===== src/rtl/dma_pkg.sv =====
// Shared constants and FSM state encoding for the DMA address generation unit.
package dma_pkg;

  localparam int ADDR_W_DEF = 19;
  localparam int DIM_W_DEF  = 10;

  typedef enum logic [1:0] {
    IDLE = 2'd0,
    WALK = 2'd1,
    FIN  = 2'd2
  } agu_state_e;

endpackage


===== src/rtl/dmar_agu_if.sv =====
// Control/status bundle between the AGU and whatever drives its walk.
interface dmar_agu_if import dma_pkg::*; #(
  parameter int ADDR_W = ADDR_W_DEF,
  parameter int DIM_W  = DIM_W_DEF
) ();

  logic              load;
  logic [ADDR_W-1:0] data_in;
  logic              start;
  logic [DIM_W-1:0]  img_w;
  logic [DIM_W-1:0]  img_h;
  logic [DIM_W-1:0]  stride;
  logic              step;
  logic [ADDR_W-1:0] data_out;
  logic [DIM_W-1:0]  col_out;
  logic [DIM_W-1:0]  row_out;
  logic              busy;
  logic              eol;
  logic              done;

  modport master (
    output load, data_in, start, img_w, img_h, stride, step,
    input  data_out, col_out, row_out, busy, eol, done
  );

  modport slave (
    input  load, data_in, start, img_w, img_h, stride, step,
    output data_out, col_out, row_out, busy, eol, done
  );

endinterface


===== src/rtl/dmar_agu.sv =====
// 2D downsampling address generator: walks an image row by row from a base
// address, visiting every stride-th pixel in both axes, one sample per step.
module dmar_agu import dma_pkg::*; #(
  parameter int ADDR_W = ADDR_W_DEF,
  parameter int DIM_W  = DIM_W_DEF
) (
  input  logic      clk,
  input  logic      RST_N,
  dmar_agu_if.slave bus
);

  agu_state_e        state_q, state_d;
  logic [ADDR_W-1:0] addr_q, addr_d;
  logic [ADDR_W-1:0] base_q, base_d;
  logic [ADDR_W-1:0] row_ptr_q, row_ptr_d;
  logic [ADDR_W-1:0] row_step_q, row_step_d;
  logic [DIM_W-1:0]  col_q, col_d;
  logic [DIM_W-1:0]  row_q, row_d;
  logic [DIM_W-1:0]  img_w_q, img_w_d;
  logic [DIM_W-1:0]  img_h_q, img_h_d;
  logic [DIM_W-1:0]  stride_q, stride_d;
  logic              busy_q, busy_d;
  logic              done_q, done_d;

  logic [DIM_W:0]     col_nxt, row_nxt;
  logic               col_end, row_end;
  logic [DIM_W-1:0]   stride_in;
  logic [2*DIM_W-1:0] row_step_full;
  logic [ADDR_W-1:0]  row_ptr_nxt;

  // Lookahead coordinates one bit wider than the fields so the compares never overflow
  always_comb begin
    col_nxt       = {1'b0, col_q} + {1'b0, stride_q};
    row_nxt       = {1'b0, row_q} + {1'b0, stride_q};
    col_end       = (col_nxt >= {1'b0, img_w_q});
    row_end       = (row_nxt >= {1'b0, img_h_q});
    stride_in     = (bus.stride == '0) ? DIM_W'(1) : bus.stride;
    row_step_full = (2*DIM_W)'(stride_in) * (2*DIM_W)'(bus.img_w);
    row_ptr_nxt   = row_ptr_q + row_step_q;
  end

  // Next-state logic: load beats start beats step; step only acts during a walk
  always_comb begin
    state_d    = state_q;
    addr_d     = addr_q;
    base_d     = base_q;
    row_ptr_d  = row_ptr_q;
    row_step_d = row_step_q;
    col_d      = col_q;
    row_d      = row_q;
    img_w_d    = img_w_q;
    img_h_d    = img_h_q;
    stride_d   = stride_q;
    busy_d     = busy_q;
    done_d     = 1'b0;
    if (bus.load) begin
      base_d  = bus.data_in;
      addr_d  = bus.data_in;
      col_d   = '0;
      row_d   = '0;
      state_d = IDLE;
      busy_d  = 1'b0;
    end else if (bus.start) begin
      img_w_d    = bus.img_w;
      img_h_d    = bus.img_h;
      stride_d   = stride_in;
      row_step_d = ADDR_W'(row_step_full);
      addr_d     = base_q;
      row_ptr_d  = base_q;
      col_d      = '0;
      row_d      = '0;
      if ((bus.img_w == '0) || (bus.img_h == '0)) begin
        state_d = FIN;
        busy_d  = 1'b0;
        done_d  = 1'b1;
      end else begin
        state_d = WALK;
        busy_d  = 1'b1;
      end
    end else begin
      case (state_q)
        WALK: begin
          if (bus.step) begin
            if (!col_end) begin
              col_d  = col_nxt[DIM_W-1:0];
              addr_d = addr_q + ADDR_W'(stride_q);
            end else if (!row_end) begin
              col_d     = '0;
              row_d     = row_nxt[DIM_W-1:0];
              row_ptr_d = row_ptr_nxt;
              addr_d    = row_ptr_nxt;
            end else begin
              state_d = FIN;
              busy_d  = 1'b0;
              done_d  = 1'b1;
            end
          end
        end
        FIN:     state_d = IDLE;
        default: state_d = IDLE;
      endcase
    end
  end

  // State and output registers, cleared asynchronously
  always_ff @(posedge clk or negedge RST_N) begin
    if (!RST_N) begin
      state_q    <= IDLE;
      addr_q     <= '0;
      base_q     <= '0;
      row_ptr_q  <= '0;
      row_step_q <= '0;
      col_q      <= '0;
      row_q      <= '0;
      img_w_q    <= '0;
      img_h_q    <= '0;
      stride_q   <= '0;
      busy_q     <= 1'b0;
      done_q     <= 1'b0;
    end else begin
      state_q    <= state_d;
      addr_q     <= addr_d;
      base_q     <= base_d;
      row_ptr_q  <= row_ptr_d;
      row_step_q <= row_step_d;
      col_q      <= col_d;
      row_q      <= row_d;
      img_w_q    <= img_w_d;
      img_h_q    <= img_h_d;
      stride_q   <= stride_d;
      busy_q     <= busy_d;
      done_q     <= done_d;
    end
  end

  assign bus.data_out = addr_q;
  assign bus.col_out  = col_q;
  assign bus.row_out  = row_q;
  assign bus.busy     = busy_q;
  assign bus.done     = done_q;
  assign bus.eol      = (state_q == WALK) && col_end;

endmodule


===== src/flat_wrapper.sv =====
// flat-port wrapper written by rule: the top's interface ports become plain ports
module dmar_agu_flat import dma_pkg::*;
#(
  parameter int ADDR_W = ADDR_W_DEF,
  parameter int DIM_W  = DIM_W_DEF
)
  (clk, RST_N, bus_load, bus_data_in, bus_start, bus_img_w, bus_img_h, bus_stride, bus_step, bus_data_out, bus_col_out, bus_row_out, bus_busy, bus_eol, bus_done);
  dmar_agu_if #(.ADDR_W(ADDR_W), .DIM_W(DIM_W)) bus_i ();
  input  logic clk;
  input  logic RST_N;
  input wire logic [$bits(bus_i.load)-1:0] bus_load;
  input wire logic [$bits(bus_i.data_in)-1:0] bus_data_in;
  input wire logic [$bits(bus_i.start)-1:0] bus_start;
  input wire logic [$bits(bus_i.img_w)-1:0] bus_img_w;
  input wire logic [$bits(bus_i.img_h)-1:0] bus_img_h;
  input wire logic [$bits(bus_i.stride)-1:0] bus_stride;
  input wire logic [$bits(bus_i.step)-1:0] bus_step;
  output wire logic [$bits(bus_i.data_out)-1:0] bus_data_out;
  output wire logic [$bits(bus_i.col_out)-1:0] bus_col_out;
  output wire logic [$bits(bus_i.row_out)-1:0] bus_row_out;
  output wire logic [$bits(bus_i.busy)-1:0] bus_busy;
  output wire logic [$bits(bus_i.eol)-1:0] bus_eol;
  output wire logic [$bits(bus_i.done)-1:0] bus_done;
  assign bus_i.load = bus_load;
  assign bus_i.data_in = bus_data_in;
  assign bus_i.start = bus_start;
  assign bus_i.img_w = bus_img_w;
  assign bus_i.img_h = bus_img_h;
  assign bus_i.stride = bus_stride;
  assign bus_i.step = bus_step;
  assign bus_data_out = bus_i.data_out;
  assign bus_col_out = bus_i.col_out;
  assign bus_row_out = bus_i.row_out;
  assign bus_busy = bus_i.busy;
  assign bus_eol = bus_i.eol;
  assign bus_done = bus_i.done;
  dmar_agu #(.ADDR_W(ADDR_W), .DIM_W(DIM_W)) u_core (.clk(clk), .RST_N(RST_N), .bus(bus_i));
endmodule

===== config.mk =====
export PLATFORM = sky130hd
export DESIGN_NAME = dmar_agu_flat
export DESIGN_NICKNAME = d
export VERILOG_FILES = /design/src/rtl/dma_pkg.sv /design/src/rtl/dmar_agu_if.sv /design/src/rtl/dmar_agu.sv /design/src/flat_wrapper.sv
export SDC_FILE = /design/constraint.sdc
export NUM_CORES = 1
export LEC_CHECK = 0
export ABC_CLOCK_PERIOD_IN_PS = 4400
export CORE_MARGIN = 2
export CORE_UTILIZATION = 40
export CTS_CLUSTER_DIAMETER = 60
export CTS_CLUSTER_SIZE = 40
export DETAILED_ROUTE_END_ITERATION = 8
export GPL_TIMING_DRIVEN = 0
export PLACE_DENSITY = 0.56
export SETUP_SLACK_MARGIN = 0.05
export SYNTH_ARGS = -nofsm -noshare
export SYNTH_HDL_FRONTEND = slang
export SYNTH_SLANG_ARGS = --single-unit
export TNS_END_PERCENT = 5

===== constraint.sdc =====
create_clock -name clk -period 4.4 [get_ports clk]
set_input_delay 0.88 -clock clk [delete_from_list [all_inputs] [get_ports clk]]
set_output_delay 0.88 -clock clk [all_outputs]
set_load 0.01 [all_outputs]

### After elaboration in Yosys (flattened, before gate mapping)

Cells that the tools add are included.

| word-level totals | value |
|---|---|
| output and inout port bits | 42 |
| flip-flop bits (word level) | 130 |
| word-level logic and storage cells | 89 |
| bits of input ports | 54 |

| operators by class | value |
|---|---|
| add/sub/neg operators | 4 |
| muxes and demuxes | 44 |
| equality and inequality tests | 7 |
| $lt $le $gt $ge | 2 |
| multiply operators | 1 |
| reductions and logical operators | 18 |
| bitwise gates (word level) | 1 |

Operators by type and width:

| cell | count |
|---|---|
| 19-bit two-way mux | 10 |
| 10-bit two-way mux | 13 |
| 10-bit logical NOT | 3 |
| 10-bit by 10-bit adder with 11-bit output | 2 |
| 11-bit by 10-bit >= comparator with 1-bit output | 2 |
| 19-bit by 10-bit adder with 19-bit output | 1 |
| 19-bit adder | 1 |
| 10-bit by 10-bit multiplier with 19-bit output | 1 |
| 1-bit two-way mux | 14 |
| 2-bit two-way mux | 7 |
| 3-bit nonzero test | 4 |
| 4-bit by 3-bit inequality test with 1-bit output (second input constant) | 2 |
| 4-bit inequality test (second input constant) | 2 |
| 4-bit AND reduction | 2 |
| 3-bit AND reduction | 2 |
| 2-bit nonzero test | 3 |
| 5-bit AND reduction | 1 |
| 3-bit inequality test (second input constant) | 1 |
| 2-bit by 1-bit equality test with 1-bit output (second input constant) | 1 |
| 2-bit inequality test (second input constant) | 1 |
| 2-bit AND reduction | 1 |
| 1-bit logical AND | 1 |
| 1-bit logical OR | 1 |
| 1-bit inverter | 1 |

### Depth between registers and ports, before layout

| depth | value |
|---|---|
| depth after elaboration | 8 |
| depth in mapped cells | 23 |
| mapped depth without buffers | 22 |

### Least setup slack after synthesis

OpenSTA, ideal clock, no wires.

| path | value |
|---|---|
| path type | input to register |
| from | in bus_stride[7] |
| to | reg u_core.row_step_q[18] |
| arrival time | 5.717 ns |
| data required time | 4.275 ns |
| buffers on the path | 1 |
| slack | -1.442 ns |
| library setup time | 0.125 ns |
| stages on the path | 22 |
| cells stage by stage | nor4_1 a31oi_1 clkbuf_1 nand2b_1 fa_1 fa_1 inv_1 fa_1 fa_1 inv_1 fa_1 inv_1 ha_1 a21o_1 a21oi_1 inv_1 a21o_1 a221o_1 a21oi_1 o31ai_1 xnor2_1 mux2_2 |

| between the ends | value |
|---|---|
| word-level cells in the longest chain between the ends | 3 |

Ends and longest elaborated chain:

| element | line | text |
|---|---|---|
| from (decl) | flat_wrapper.sv:16 | `input wire logic [$bits(bus_i.stride)-1:0] bus_stride;` |
| 10-bit logical NOT | dmar_agu.sv:37 | `stride_in = (bus.stride == '0) ? DIM_W'(1) : bus.stride;` |
| 10-bit two-way mux (*) | dmar_agu.sv:37 |  |
| 10-bit by 10-bit multiplier with 19-bit output (*) | dmar_agu.sv:38 | `row_step_full = (2*DIM_W)'(stride_in) * (2*DIM_W)'(bus.img_w);` |
| to (signal assigned) | dmar_agu.sv:125 | `row_step_q <= row_step_d;` |
| to (decl) | dmar_agu.sv:16 | `logic [ADDR_W-1:0] row_step_q, row_step_d;` |

Every way passes the cells marked *; elsewhere a longest branch is shown, timed or not.
A chain may end at the register's enable or synchronous reset.

### Worst setup path in the final report

| path | value |
|---|---|
| from | in bus_stride[9] |
| to | reg u_core.row_step_q[16] |

Same word-level chain as after synthesis.

==> impl_metrics.toml <==
[flow_run]
max_cap_viol_count = 0

[cells_and_area]
final_cell_mix = "nand2_1 (195), dfrtp_1 (128), ha_1 (115), inv_1 (102), clkdlybuf4s50_1 (75)"
fill_cells = 2618
diodes = 0
utilization_pct = 49.8
syn_to_final_growth_pct = 22.9
drive_gt1_share_pct = 12.4
layout.nets = 1626
finalInstanceArea_um2 = 13800
layout_commonest_cell = "nand2_1"

[yosys]
syn_avg_cell_area_um2 = 8.98
ys.flop_type = "dfrtp_1"
synth_fp_nets = 1494
synthArstFlopShare_pct = 100
ys_seq_elements = 130
synth-edff-count = 0
synthCells = 1255
synth_area_um2 = 11300
ys_seq_area_share_pct = 28.9
synth_cell_types = 74
ys_warn_count = 0

[routing]
vias = 9394
vias_per_cell = 5.28
totalWireLength_mm = 33.0
drt_iter0_markers = 752
ant_nets = 0
firstDrtPassIters = 5
drc = 0
routedWlPerCell_um = 18.6

[clock_tree]
htreeDepth = 4
insertion_delay_ps = 430
root_buffer = "clkbuf_16"
clkTransAtPathRegs_ps = 70
cts.path.max_buffers = 2
numCtsBuffers = 17
cts_tree = "yes"
cts_sinks = 130

[floorplan]
pin_count = 96
start_util_pct = 40.5
die_w_um = 172
core_um2 = 27800
fp-row-count = 61
fp.dieH_um = 172
die_area_um2 = 29500

[worst_setup_path]
rrSetupSlack_ps = 90
crit_path_frequent_cell = "fa_1"
cp_max_fo = 3
crit_type = "in -> reg"
r2r_start = "u_core.stride_q[1]"
cp-start-kind = "primary input"
max_stage_delay_ps = 520
reg2regPathDepth = 20
r2r-end = "u_core.row_ptr_q[8]"
endpoint_kind = "flip-flop"
slowest_stage = "fa_2"
crit_arrival_ps = 5890
path_cells = "buf_8, nor4_4, a31oi_2, clkbuf_8, nand2b_4, fa_1, fa_1, inv_1, fa_1, fa_1, inv_2, fa_2, inv_2, ha_4, a21o_1, a21oi_2, inv_1, a21o_1, a221o_1, a21o_1, a21oi_2, xor2_1, o21ai_1"
crit_required_ps = 4690

[worst_hold_path]
hp-class = "in -> async"

[timing]
finClkSkew_ps = 14.5
setup_viol_count_final = 12
period_needed_ps = 5600
setup_slack_ps = -1200
drv_slew = 0
hold_violations = 0
clock.fmax_mhz = 179
slew_headroom_pct = 47.1
worstMarginPinSlew_ps = 794
finalCritPeriodShare_pct = 127
rsz0062_at_grt = "true"

[placed_design]
gp_congestion = 0.869
hpwl_mm = 25.7
placed_cell_area_um2 = 12700
place_ws_ps = -2290
portBuffers = 95

[power]
leakagePower_uw = 0.00656
vdd_drop_max_uv = 304
p_per_area_nw_per_um2 = 526

[status]
outcome = "finished with violations"
violations = "setup timing"

[grt]
grt_max_degree = 74
grt_pass1_wl_mm = 52.1
gr-total-overflow = 0
grt_pass1_vias = 9447
track_usage_pct = 23.0
grt_antenna_before_repair = 1
-- final cells by class --
cell class | count | area [um^2] | area share, %
Buffer | 56 | 409 | 2.95
Clock buffer | 21 | 460 | 3.33
Clock inverter | 11 | 104 | 0.750
Inverter | 106 | 398 | 2.87
Multi-Input combinational cell | 963 | 7650 | 55.3
Sequential cell | 130 | 3260 | 23.5
Tap cell | 378 | 473 | 3.42
Timing Repair Buffer | 113 | 1100 | 7.92
-- flip-flops by register name, indices dropped and copies added, names as in the netlist --
register,flops
u_core.base_q,19
u_core.img_h_q,10
u_core.bus.busy,1
u_core.stride_q,10
u_core.bus.row_out,10
u_core.img_w_q,10
u_core.bus.col_out,10
u_core.row_step_q,19
u_core.bus.data_out,19
u_core.state_q,2
u_core.bus.done,1
u_core.row_ptr_q,19
-- worst max-delay path: cells and delay by family --
kind / cells / cell delay, ps
and+or+nand+nor: 2 / 410
buffers and inverters: 6 / 450
adders and majority gates: 6 / 2570
xor gates and xnor gates: 1 / 220
AOI/OAI and AO/OA: 8 / 1370
-- per-layer routing --
layer  part of all wire, %  up-vias  GRT usage (%)  wire (um)
met4                   1.9        0           6.25        629
li1                      -     4542              -          -
met5                     0        -              0          0
met2                    47      224           38.3      15500
met3                   4.0       47           3.01       1330
met1                    47     4581           31.6      15500
-- cell usage after synthesis (3+ instances only) --
master	instances	area share [%]
ha_1	120	13
xnor2_1	34	2.6
a21o_1	20	1.3
o211a_1	3	0.27
nand2_1	196	6.5
o21bai_1	6	0.40
o31ai_1	5	0.33
o211ai_1	3	0.20
o21ai_0	73	3.2
nand3_1	17	0.76
nor4_1	7	0.39
mux2_2	22	2.2
a21oi_1	76	3.4
buf_1	5	0.17
inv_1	106	3.5
a211oi_1	11	0.73
nand2b_1	8	0.44
a41oi_1	3	0.23
nor2_1	66	2.2
nor3_1	12	0.53
or3_1	6	0.33
buf_2	10	0.44
dfrtp_1	130	29
fa_1	65	12
and3_1	7	0.39
o21a_1	8	0.53
o21ai_1	14	0.62
a22o_1	10	0.78
a31oi_1	7	0.39
mux2i_1	14	1.2
a2111oi_0	4	0.31
clkbuf_1	40	1.3
a211o_1	3	0.23
and2_1	54	3.0
nor2b_1	15	0.83
o22ai_1	4	0.22
xor2_1	22	1.7
-- where the power goes --
| part | switching, uW | internal (uW) |
|---|---|---|
| combinational | 2350 | 1890 |
| sequential | 219 | 1430 |
| clock | 579 | 809 |
| total | 3150 | 4130 |
-- worst max path at each step --
stage               slack, ps                    end  cells past startpoint           from
finish                  -1200  u_core.row_step_q[16]                     23  bus_stride[9]
global route            -1430  u_core.row_step_q[16]                     23  bus_stride[9]
CTS                     -1340  u_core.row_step_q[18]                     23  bus_stride[2]
detailed placement      -2290  u_core.row_step_q[16]                     21   bus_img_w[1]
global placement        -3000  u_core.row_step_q[16]                      1          RST_N
floorplan               -1340  u_core.row_step_q[18]                     22  bus_stride[7]
-- logic make-up after synthesis --
logic type / Yosys count / synth area share, %
AO/OA/AOI/OAI: 280 / 16.1
XOR/XNOR: 56 / 4.35
adder cells (fa/ha/maj): 185 / 24.9
buffers and inverters: 162 / 5.58
flip-flops: 130 / 28.9
multiplexers: 36 / 3.44
AND/OR/NAND/NOR: 406 / 16.7
-- repair_timing --
item                                    CTS  global route
endpoints found under the setup margin   72            66
pin swaps                                26            24
setup buffers                            15             2
resized for setup                       131            45
hold buffers                              0             0
-- per-stage QoR --
stage | cells | TNS (ps) | hold slack [ps] | power [uW]
floorplan | 1255 | -9910 | 450 | 4360
global placement | 1728 | -423690 | 476 | 5360
detailed placement | 1729 | -36930 | 481 | 5380
CTS | 1776 | -9960 | 441 | 7090
global route | 1778 | -11360 | 452 | 7880
finish | 1778 | -9080 | 411 | 7280
(Power assumes the default switching activity.)
